--- config.mk ---
export PLATFORM = sky130hd
export DESIGN_NAME = usb_rx_deserializer
export DESIGN_NICKNAME = d
export VERILOG_FILES = /design/src/rtl/usb_rx_pkg.sv /design/src/rtl/usb_rx_deserializer_nrzi_unstuff.sv /design/src/rtl/usb_rx_deserializer.sv
export SDC_FILE = /design/constraint.sdc
export NUM_CORES = 1
export LEC_CHECK = 0
export CELL_PAD_IN_SITES_DETAIL_PLACEMENT = 1
export CELL_PAD_IN_SITES_GLOBAL_PLACEMENT = 2
export CORE_ASPECT_RATIO = 0.6
export CORE_MARGIN = 2
export CORE_UTILIZATION = 38
export CTS_CLUSTER_DIAMETER = 50
export DETAILED_ROUTE_END_ITERATION = 16
export HOLD_SLACK_MARGIN = 0.08
export MAX_ROUTING_LAYER = met4
export PLACE_DENSITY = 0.83
export REMOVE_ABC_BUFFERS = 1
export SYNTH_ARGS = -nofsm -noshare
export SYNTH_HDL_FRONTEND = slang
export SYNTH_HIERARCHICAL = 1
export SYNTH_SLANG_ARGS = --single-unit
--- constraint.sdc ---
create_clock -name clk -period 7.4 [get_ports clk]
set_input_delay 0.74 -clock clk [delete_from_list [all_inputs] [get_ports clk]]
set_output_delay 0.74 -clock clk [all_outputs]
set_load 0.01 [all_outputs]
--- src/rtl/usb_rx_pkg.sv ---
`default_nettype none
// ============================================================================
//  Module      : usb_rx_pkg
//  Description : Shared types and constants for the USB receive deserializer:
//                FSM state encoding, decoded SYNC pattern, bit-stuff run.
//  Revision    : 1.0  initial release
// ============================================================================
package usb_rx_pkg;

  typedef enum logic [1:0] {
    ST_IDLE  = 2'd0,
    ST_DATA  = 2'd1,
    ST_EOP1  = 2'd2,
    ST_ABORT = 2'd3
  } rx_state_e;

  // SYNC after NRZI decode, LSB first: seven 0s then a 1.
  localparam logic [7:0] USB_SYNC_PATTERN = 8'h80;

  // Decoded 1s after which the transmitter inserts a 0.
  localparam int USB_MAX_ONES = 6;

endpackage
`default_nettype wire

--- src/rtl/usb_rx_deserializer_nrzi_unstuff.sv ---
`default_nettype none
// ============================================================================
//  Module      : nrzi_unstuff
//  Description : NRZI decoder plus bit-stuff tracker. Decodes every non-SE0
//                pulse; while stuffing is enabled, drops the bit that follows
//                MAX_ONES consecutive 1s, or flags it if it is a 1.
//  Ports       : clk, rst         clock, synchronous active-high reset
//                pulse_i          bit strobe from the DPLL
//                aligned_bit_i    recovered D+ level (valid with pulse_i)
//                se0_i            SE0 line state (valid with pulse_i)
//                stuff_en_i       stuffing rules apply (packet body)
//                sync_hit_i       SYNC-ending 1 accepted on this pulse
//                line_reset_i     receiver returns to idle on this pulse
//                dec_valid_o      a non-SE0 bit was decoded this cycle
//                dec_bit_o        decoded bit
//                bit_valid_o      decoded bit is a payload bit
//                bit_o            payload bit value
//                stuff_err_o      a 1 arrived where a stuffed 0 was due
//  Revision    : 1.0  initial release
// ============================================================================
module nrzi_unstuff
  import usb_rx_pkg::*;
#(
  parameter int MAX_ONES = USB_MAX_ONES
) (
  input  logic clk,
  input  logic rst,
  input  logic pulse_i,
  input  logic aligned_bit_i,
  input  logic se0_i,
  input  logic stuff_en_i,
  input  logic sync_hit_i,
  input  logic line_reset_i,
  output logic dec_valid_o,
  output logic dec_bit_o,
  output logic bit_valid_o,
  output logic bit_o,
  output logic stuff_err_o
);

  localparam int            ONES_W   = $clog2(MAX_ONES + 1);
  localparam logic [ONES_W-1:0] ONES_MAX = ONES_W'(MAX_ONES);

  logic              prev_line_q, prev_line_d;
  logic [ONES_W-1:0] ones_cnt_q,  ones_cnt_d;
  logic              dbit;
  logic              at_stuff;

  // No transition on the line decodes as 1.
  assign dbit        = (aligned_bit_i == prev_line_q);
  assign at_stuff    = (ones_cnt_q == ONES_MAX);
  assign dec_valid_o = pulse_i & ~se0_i;
  assign dec_bit_o   = dbit;
  assign bit_o       = dbit;
  assign bit_valid_o = dec_valid_o & stuff_en_i & ~at_stuff;
  assign stuff_err_o = dec_valid_o & stuff_en_i & at_stuff & dbit;

  always_comb begin
    prev_line_d = prev_line_q;
    ones_cnt_d  = ones_cnt_q;
    if (dec_valid_o) begin
      prev_line_d = aligned_bit_i;
    end
    if (dec_valid_o && stuff_en_i) begin
      // Below ONES_MAX the increment cannot overflow; at ONES_MAX the bit
      // is either the discarded stuff 0 or an error, both restart the run.
      if (at_stuff || !dbit) begin
        ones_cnt_d = '0;
      end else begin
        ones_cnt_d = ones_cnt_q + 1'b1;
      end
    end
    // The SYNC-final 1 is the first 1 of the stuffing run.
    if (sync_hit_i) begin
      ones_cnt_d = ONES_W'(1);
    end
    // Idle line is J; decoding restarts from that reference.
    if (line_reset_i) begin
      prev_line_d = 1'b1;
      ones_cnt_d  = '0;
    end
  end

  always_ff @(posedge clk) begin
    if (rst) begin
      prev_line_q <= 1'b1;
      ones_cnt_q  <= '0;
    end else begin
      prev_line_q <= prev_line_d;
      ones_cnt_q  <= ones_cnt_d;
    end
  end

endmodule
`default_nettype wire

--- src/rtl/usb_rx_deserializer.sv ---
`default_nettype none
// ============================================================================
//  Module      : usb_rx_deserializer
//  Description : USB receive deserializer behind the DPLL. SYNC detect,
//                LSB-first byte assembly, EOP detect and error flagging on
//                top of the NRZI/unstuff stage.
//  Ports       : clk, rst         48 MHz clock, synchronous active-high reset
//                aligned_bit_i    recovered D+ level (valid with pulse_i)
//                pulse_i          one-cycle bit strobe
//                se0_i            SE0 line state (valid with pulse_i)
//                rx_data_o [7:0]  last assembled byte, held
//                rx_valid_o       one-cycle strobe, rx_data_o is new
//                rx_active_o      packet in progress
//                rx_error_o       one-cycle strobe: stuff/EOP/alignment error
//  Revision    : 1.0  initial release
// ============================================================================
module usb_rx_deserializer
  import usb_rx_pkg::*;
#(
  parameter int SYNC_MIN_ZEROS = 5,
  parameter int MAX_ONES       = USB_MAX_ONES,
  parameter int IDLE_PULSES    = 8
) (
  input  logic       clk,
  input  logic       rst,
  input  logic       aligned_bit_i,
  input  logic       pulse_i,
  input  logic       se0_i,
  output logic [7:0] rx_data_o,
  output logic       rx_valid_o,
  output logic       rx_active_o,
  output logic       rx_error_o
);

  localparam int               ZERO_W    = $clog2(SYNC_MIN_ZEROS + 1);
  localparam int               J_W       = $clog2(IDLE_PULSES + 1);
  localparam logic [ZERO_W-1:0] ZERO_MIN = ZERO_W'(SYNC_MIN_ZEROS);
  localparam logic [J_W-1:0]   J_LAST    = J_W'(IDLE_PULSES - 1);

  rx_state_e         state_q,     state_d;
  logic [ZERO_W-1:0] zero_cnt_q,  zero_cnt_d;
  logic [2:0]        bit_cnt_q,   bit_cnt_d;
  logic [7:0]        shift_q,     shift_d;
  logic [7:0]        rx_data_q,   rx_data_d;
  logic              rx_valid_q,  rx_valid_d;
  logic              rx_active_q, rx_active_d;
  logic              rx_error_q,  rx_error_d;
  logic              se0_seen_q,  se0_seen_d;
  logic [J_W-1:0]    j_cnt_q,     j_cnt_d;

  logic stuff_en;
  logic sync_hit;
  logic line_reset;
  logic dec_valid;
  logic dec_bit;
  logic bit_valid;
  logic bit_val;
  logic stuff_err;

  assign stuff_en = (state_q == ST_DATA);

  nrzi_unstuff #(
    .MAX_ONES (MAX_ONES)
  ) u_nrzi_unstuff (
    .clk           (clk),
    .rst           (rst),
    .pulse_i       (pulse_i),
    .aligned_bit_i (aligned_bit_i),
    .se0_i         (se0_i),
    .stuff_en_i    (stuff_en),
    .sync_hit_i    (sync_hit),
    .line_reset_i  (line_reset),
    .dec_valid_o   (dec_valid),
    .dec_bit_o     (dec_bit),
    .bit_valid_o   (bit_valid),
    .bit_o         (bit_val),
    .stuff_err_o   (stuff_err)
  );

  always_comb begin
    state_d    = state_q;
    zero_cnt_d = zero_cnt_q;
    bit_cnt_d  = bit_cnt_q;
    shift_d    = shift_q;
    rx_data_d  = rx_data_q;
    rx_valid_d = 1'b0;
    rx_error_d = 1'b0;
    se0_seen_d = se0_seen_q;
    j_cnt_d    = j_cnt_q;
    sync_hit   = 1'b0;
    line_reset = 1'b0;

    unique case (state_q)
      ST_IDLE: begin
        if (pulse_i && se0_i) begin
          zero_cnt_d = '0;
        end else if (dec_valid) begin
          if (!dec_bit) begin
            if (zero_cnt_q < ZERO_MIN) begin
              zero_cnt_d = zero_cnt_q + 1'b1;
            end
          end else if (zero_cnt_q >= ZERO_MIN) begin
            state_d    = ST_DATA;
            sync_hit   = 1'b1;
            zero_cnt_d = '0;
            bit_cnt_d  = '0;
            shift_d    = '0;
          end else begin
            zero_cnt_d = '0;
          end
        end
      end

      ST_DATA: begin
        if (pulse_i && se0_i) begin
          state_d = ST_EOP1;
        end else if (stuff_err) begin
          // The bit is never consumed, so a byte it would complete is lost.
          rx_error_d = 1'b1;
          se0_seen_d = 1'b0;
          j_cnt_d    = '0;
          state_d    = ST_ABORT;
        end else if (bit_valid) begin
          shift_d   = {bit_val, shift_q[7:1]};
          bit_cnt_d = bit_cnt_q + 3'd1;
          if (bit_cnt_q == 3'd7) begin
            rx_data_d  = shift_d;
            rx_valid_d = 1'b1;
          end
        end
      end

      ST_EOP1: begin
        if (pulse_i) begin
          if (se0_i) begin
            rx_error_d = (bit_cnt_q != 3'd0);
            state_d    = ST_IDLE;
          end else begin
            rx_error_d = 1'b1;
            se0_seen_d = 1'b0;
            j_cnt_d    = '0;
            state_d    = ST_ABORT;
          end
        end
      end

      ST_ABORT: begin
        if (pulse_i) begin
          if (se0_i) begin
            j_cnt_d = '0;
            if (se0_seen_q) begin
              state_d = ST_IDLE;
            end else begin
              se0_seen_d = 1'b1;
            end
          end else if (aligned_bit_i) begin
            se0_seen_d = 1'b0;
            if (j_cnt_q == J_LAST) begin
              state_d = ST_IDLE;
            end else begin
              j_cnt_d = j_cnt_q + 1'b1;
            end
          end else begin
            se0_seen_d = 1'b0;
            j_cnt_d    = '0;
          end
        end
      end

      default: begin
        state_d = ST_IDLE;
      end
    endcase

    // Every re-entry to IDLE starts from a clean slate.
    if (state_d == ST_IDLE && state_q != ST_IDLE) begin
      line_reset = 1'b1;
      zero_cnt_d = '0;
      bit_cnt_d  = '0;
      shift_d    = '0;
      se0_seen_d = 1'b0;
      j_cnt_d    = '0;
    end

    rx_active_d = (state_d == ST_DATA) || (state_d == ST_EOP1);
  end

  always_ff @(posedge clk) begin
    if (rst) begin
      state_q     <= ST_IDLE;
      zero_cnt_q  <= '0;
      bit_cnt_q   <= '0;
      shift_q     <= '0;
      rx_data_q   <= '0;
      rx_valid_q  <= 1'b0;
      rx_active_q <= 1'b0;
      rx_error_q  <= 1'b0;
      se0_seen_q  <= 1'b0;
      j_cnt_q     <= '0;
    end else begin
      state_q     <= state_d;
      zero_cnt_q  <= zero_cnt_d;
      bit_cnt_q   <= bit_cnt_d;
      shift_q     <= shift_d;
      rx_data_q   <= rx_data_d;
      rx_valid_q  <= rx_valid_d;
      rx_active_q <= rx_active_d;
      rx_error_q  <= rx_error_d;
      se0_seen_q  <= se0_seen_d;
      j_cnt_q     <= j_cnt_d;
    end
  end

  assign rx_data_o   = rx_data_q;
  assign rx_valid_o  = rx_valid_q;
  assign rx_active_o = rx_active_q;
  assign rx_error_o  = rx_error_q;

endmodule
`default_nettype wire

==> summary.md <==
| Metric | Value |
|---|---|
| Sum Neg Setup Slack | 0 ns |
| RSZ-0062 raised after global routing | false |
| Slew Limit Fails | 0 |
| Clock buffer depth | 2 |
| Largest area contributor in the netlist | dfxtp_1 |
| Die Y | 57.75 µm |
| Gr usage total | 0.1924 |
| DRT iter0 DRCs | 53 |
| TritonCTS Sinks | 35 |
| Level count of the clock H-tree | 2 |
| Final hold violation count | 0 |
| Clock skew | roughly 0.014 ns |
| TritonCTS Buffers | 5 |
| Row count | 19 |
| Post_cts resized | 0 |
| Worst vdd ir | 84.94 µV |
| Vias per cell | ~5.5 |
| Layout Nets | 230 |
| Vias in the first global route | about 1500 |
| Hold_ws | just under 0.5 ns |
| # diodes | 0 |
| Later-pin clock latency in the skew report | 0.30 ns |
| Die ar. | 5403 µm² |
| Actual slew at the worst max-slew pin | between 0.6 and 0.7 ns |
| # IOs | 16 |
| Worst Setup Path Type | input pin to flop |
| Max-cap violation count | 0 |
| Worst EP arrival | 4.23 ns |
| Largest net degree at the start of global routing | 19 |
| Leakage dissipation | 0.8394 nW |
| DRT Pass-1 Iters | 4 |
| Area grow syn2layout | 15.94% |
| Grt ovf | 0 |
| PwrDens | 187.6 nW/µm² |
| Top cells by area, synth | dfxtp_1 (38%), ha_1 (8.9%), mux2i_1 (4.9%), a22o_1 (4.3%), nor2_1 (3.9%) |
| CTS root buffer | clkbuf_8 |
| Hold path cells | 2 |
| Min Tclk post-route | 4.003 ns |
| Postcts setup bufs | 0 |
| WP data required | around 7.6 ns |
| FF-to-FF Start | state_q[1] |
| Via count | 1516 |
| Clk pin slew, worst setup/hold paths | 0.06 ns |
| Top cells by count, synth | dfxtp_1 (35), nor2_1 (19), ha_1 (13), nand2_1 (13), a21oi_1 (12) |
| Mapped Cells | 196 |
| Async SR Flop Fraction | 0 |
| RD Place Congestion | 0.8921 |
| Core area | 4612 µm² |
| Fillcell total | roughly 550 |
| Final critical-path share of the clock period | 0.5410 |
| Mapped Area | ~1800 µm² |
| Worst setup SP type | input pin |
| Final setup viols | 0 |
| Hold path endpoint | se0_seen_q |
| ANT nets after route | 0 |
| R2R Setup Slk | 3.94 ns |
| Top-count cell post-synth | dfxtp_1 |
| Yosys reg bits | 35 |
| Final wirelength | 4476 µm |
| Mapped Avg Cell Area | 9.333 µm² |
| Worst R2R Path Depth | 12 |
| Post-synth top area share | 0.3830 |
| Netlist cell types | 50 |
| Drt drc | 0 |
| Seq/Total Area, Yosys | 0.3830 |
| Worst hold path class | flop to flop |
| Crit end category | flop |
| Initial antenna violation count | 0 |
| Status | completed |
| Max-slew headroom | 0.5340 |
| Starting Density | 0.3966 |
| Synthesis warning total | 6 |
| Post-synth EDFFs | 0 |
| DP Wirelength | 3441 µm |
| Worst r2r dst | shift_q[6] |
| Min-delay src | se0_seen_q |
| Hold bufs inserted after CTS | 0 |
| Max FO, Critical Path | 12 |
| Share of cells above drive strength 1 | 0.07042 |
| I/O Buffers | 15 |
| Drt wl/cell | 16.22 µm |
| Dominant synthesized flop cell | dfxtp_1 |
| First-pass GRT wire length | 7707 µm |
| CTS tree | built |
| Max frequency | 249.8 MHz |
| Die extent in x | 93.57 µm |
power by group:
part	internal, W	total, W	switching, W
sequential	0.000191	0.000193	0.00000200
combinational	0.0000186	0.0000508	0.0000322
clock	0.0000850	0.000155	0.0000696
total	0.000294	0.000398	0.000104
area by class of cell:
type | instances | area, µm² | area share
Timing Repair Buffer | 15 | 150.1 | 0.07080
Multi-Input combinational cell | 148 | 1065 | 0.5021
Inverter | 7 | 26.28 | 0.01239
Sequential cell | 35 | 700.7 | 0.3304
Clock buffer | 8 | 100.1 | 0.04720
Tap cell | 63 | 78.83 | 0.03717
state kept, by name, indices dropped and copies added (netlist names):
| signal | cells |
|---|---|
| shift_q | 7 |
| rx_active_o | 1 |
| u_nrzi_unstuff/ones_cnt_q | 3 |
| u_nrzi_unstuff/prev_line_q | 1 |
| zero_cnt_q | 3 |
| state_q | 2 |
| se0_seen_q | 1 |
| j_cnt_q | 4 |
| rx_error_o | 1 |
| bit_cnt_q | 3 |
| rx_valid_o | 1 |
| rx_data_o | 8 |
cell families after synthesis:
group / count (synthesis) / synth area share
adder cells (fa/ha/maj): 13 / 0.08892
flip-flops: 35 / 0.3830
AO/OA/AOI/OAI: 50 / 0.2011
AND/OR/NAND/NOR: 72 / 0.2155
buffers and inverters: 13 / 0.03488
multiplexers: 12 / 0.06772
XOR/XNOR: 1 / 0.008894
stage by stage:
step | setup WS (ns) | utilization | cells | total power [W] | instance area [µm²]
2_1_floorplan | 4.341 | - | 190 | 0.0002288 | 1792
3_3_place_gp | 3.232 | 0.4381 | 268 | 0.0002460 | 2021
3_5_place_dp | 3.069 | 0.4381 | 268 | 0.0002476 | 2021
4_1_cts | 3.401 | 0.4598 | 276 | 0.0004051 | 2121
5_1_grt | 3.026 | 0.4598 | 276 | 0.0004171 | 2121
6_report | 3.397 | 0.4598 | 276 | 0.0003979 | 2121
worst max-delay path, cell delays in order:
cell and delay (ns):
clkdlybuf4s50_1 0.52, xnor2_2 0.54, nand3_1 0.16, nor2_1 0.24, o21ai_0 0.12, a221oi_1 0.30
nor4_1 0.12, ha_1 0.23, nor2b_2 0.17, or2_0 0.42, nor3b_4 0.47, a22o_1 0.20
worst max-delay path by stage:
| stage | from | end | depth (start not counted) |
|---|---|---|---|
| final | aligned_bit_i | shift_q[6] | 12 |
| after global routing | pulse_i | shift_q[7] | 10 |
| after CTS | pulse_i | shift_q[6] | 10 |
| after floorplan | aligned_bit_i | bit_cnt_q[0] | 11 |
| after global placement | aligned_bit_i | bit_cnt_q[0] | 12 |
| after detailed placement | pulse_i | shift_q[6] | 10 |
routing by layer:
| metal | up-vias | part of all wire | GRT usage |
|---|---|---|---|
| li1 | 751 | - | - |
| met1 | 740 | 0.52 | 0.2573 |
| met2 | 18 | 0.44 | 0.2929 |
| met3 | 7 | 0.023 | 0.03901 |
| met4 | 0 | 0.016 | 0.06832 |
| met5 | - | 0 | - |
placed cells by master (no fill, tap or decap), types with 2 or more instances in the layout:
cell and instances:
and3b_1 3, a21oi_1 12, nand3_1 6, nor3b_1 3, mux2i_1 9, dfxtp_1 35
o2bb2ai_1 3, nor2b_1 5, and2_1 2, nor4_1 2, a221oi_1 2, nor3_1 3
nand2b_1 2, mux2_1 2, o21ai_0 7, clkdlybuf4s50_1 15, nand2_1 13, nand4_1 3
nor2_1 19, nand3b_1 5, ha_1 13, clkbuf_8 7, o211ai_1 2, inv_1 7
a22o_1 9
Note: power is estimated with default switching activity, not from simulation.
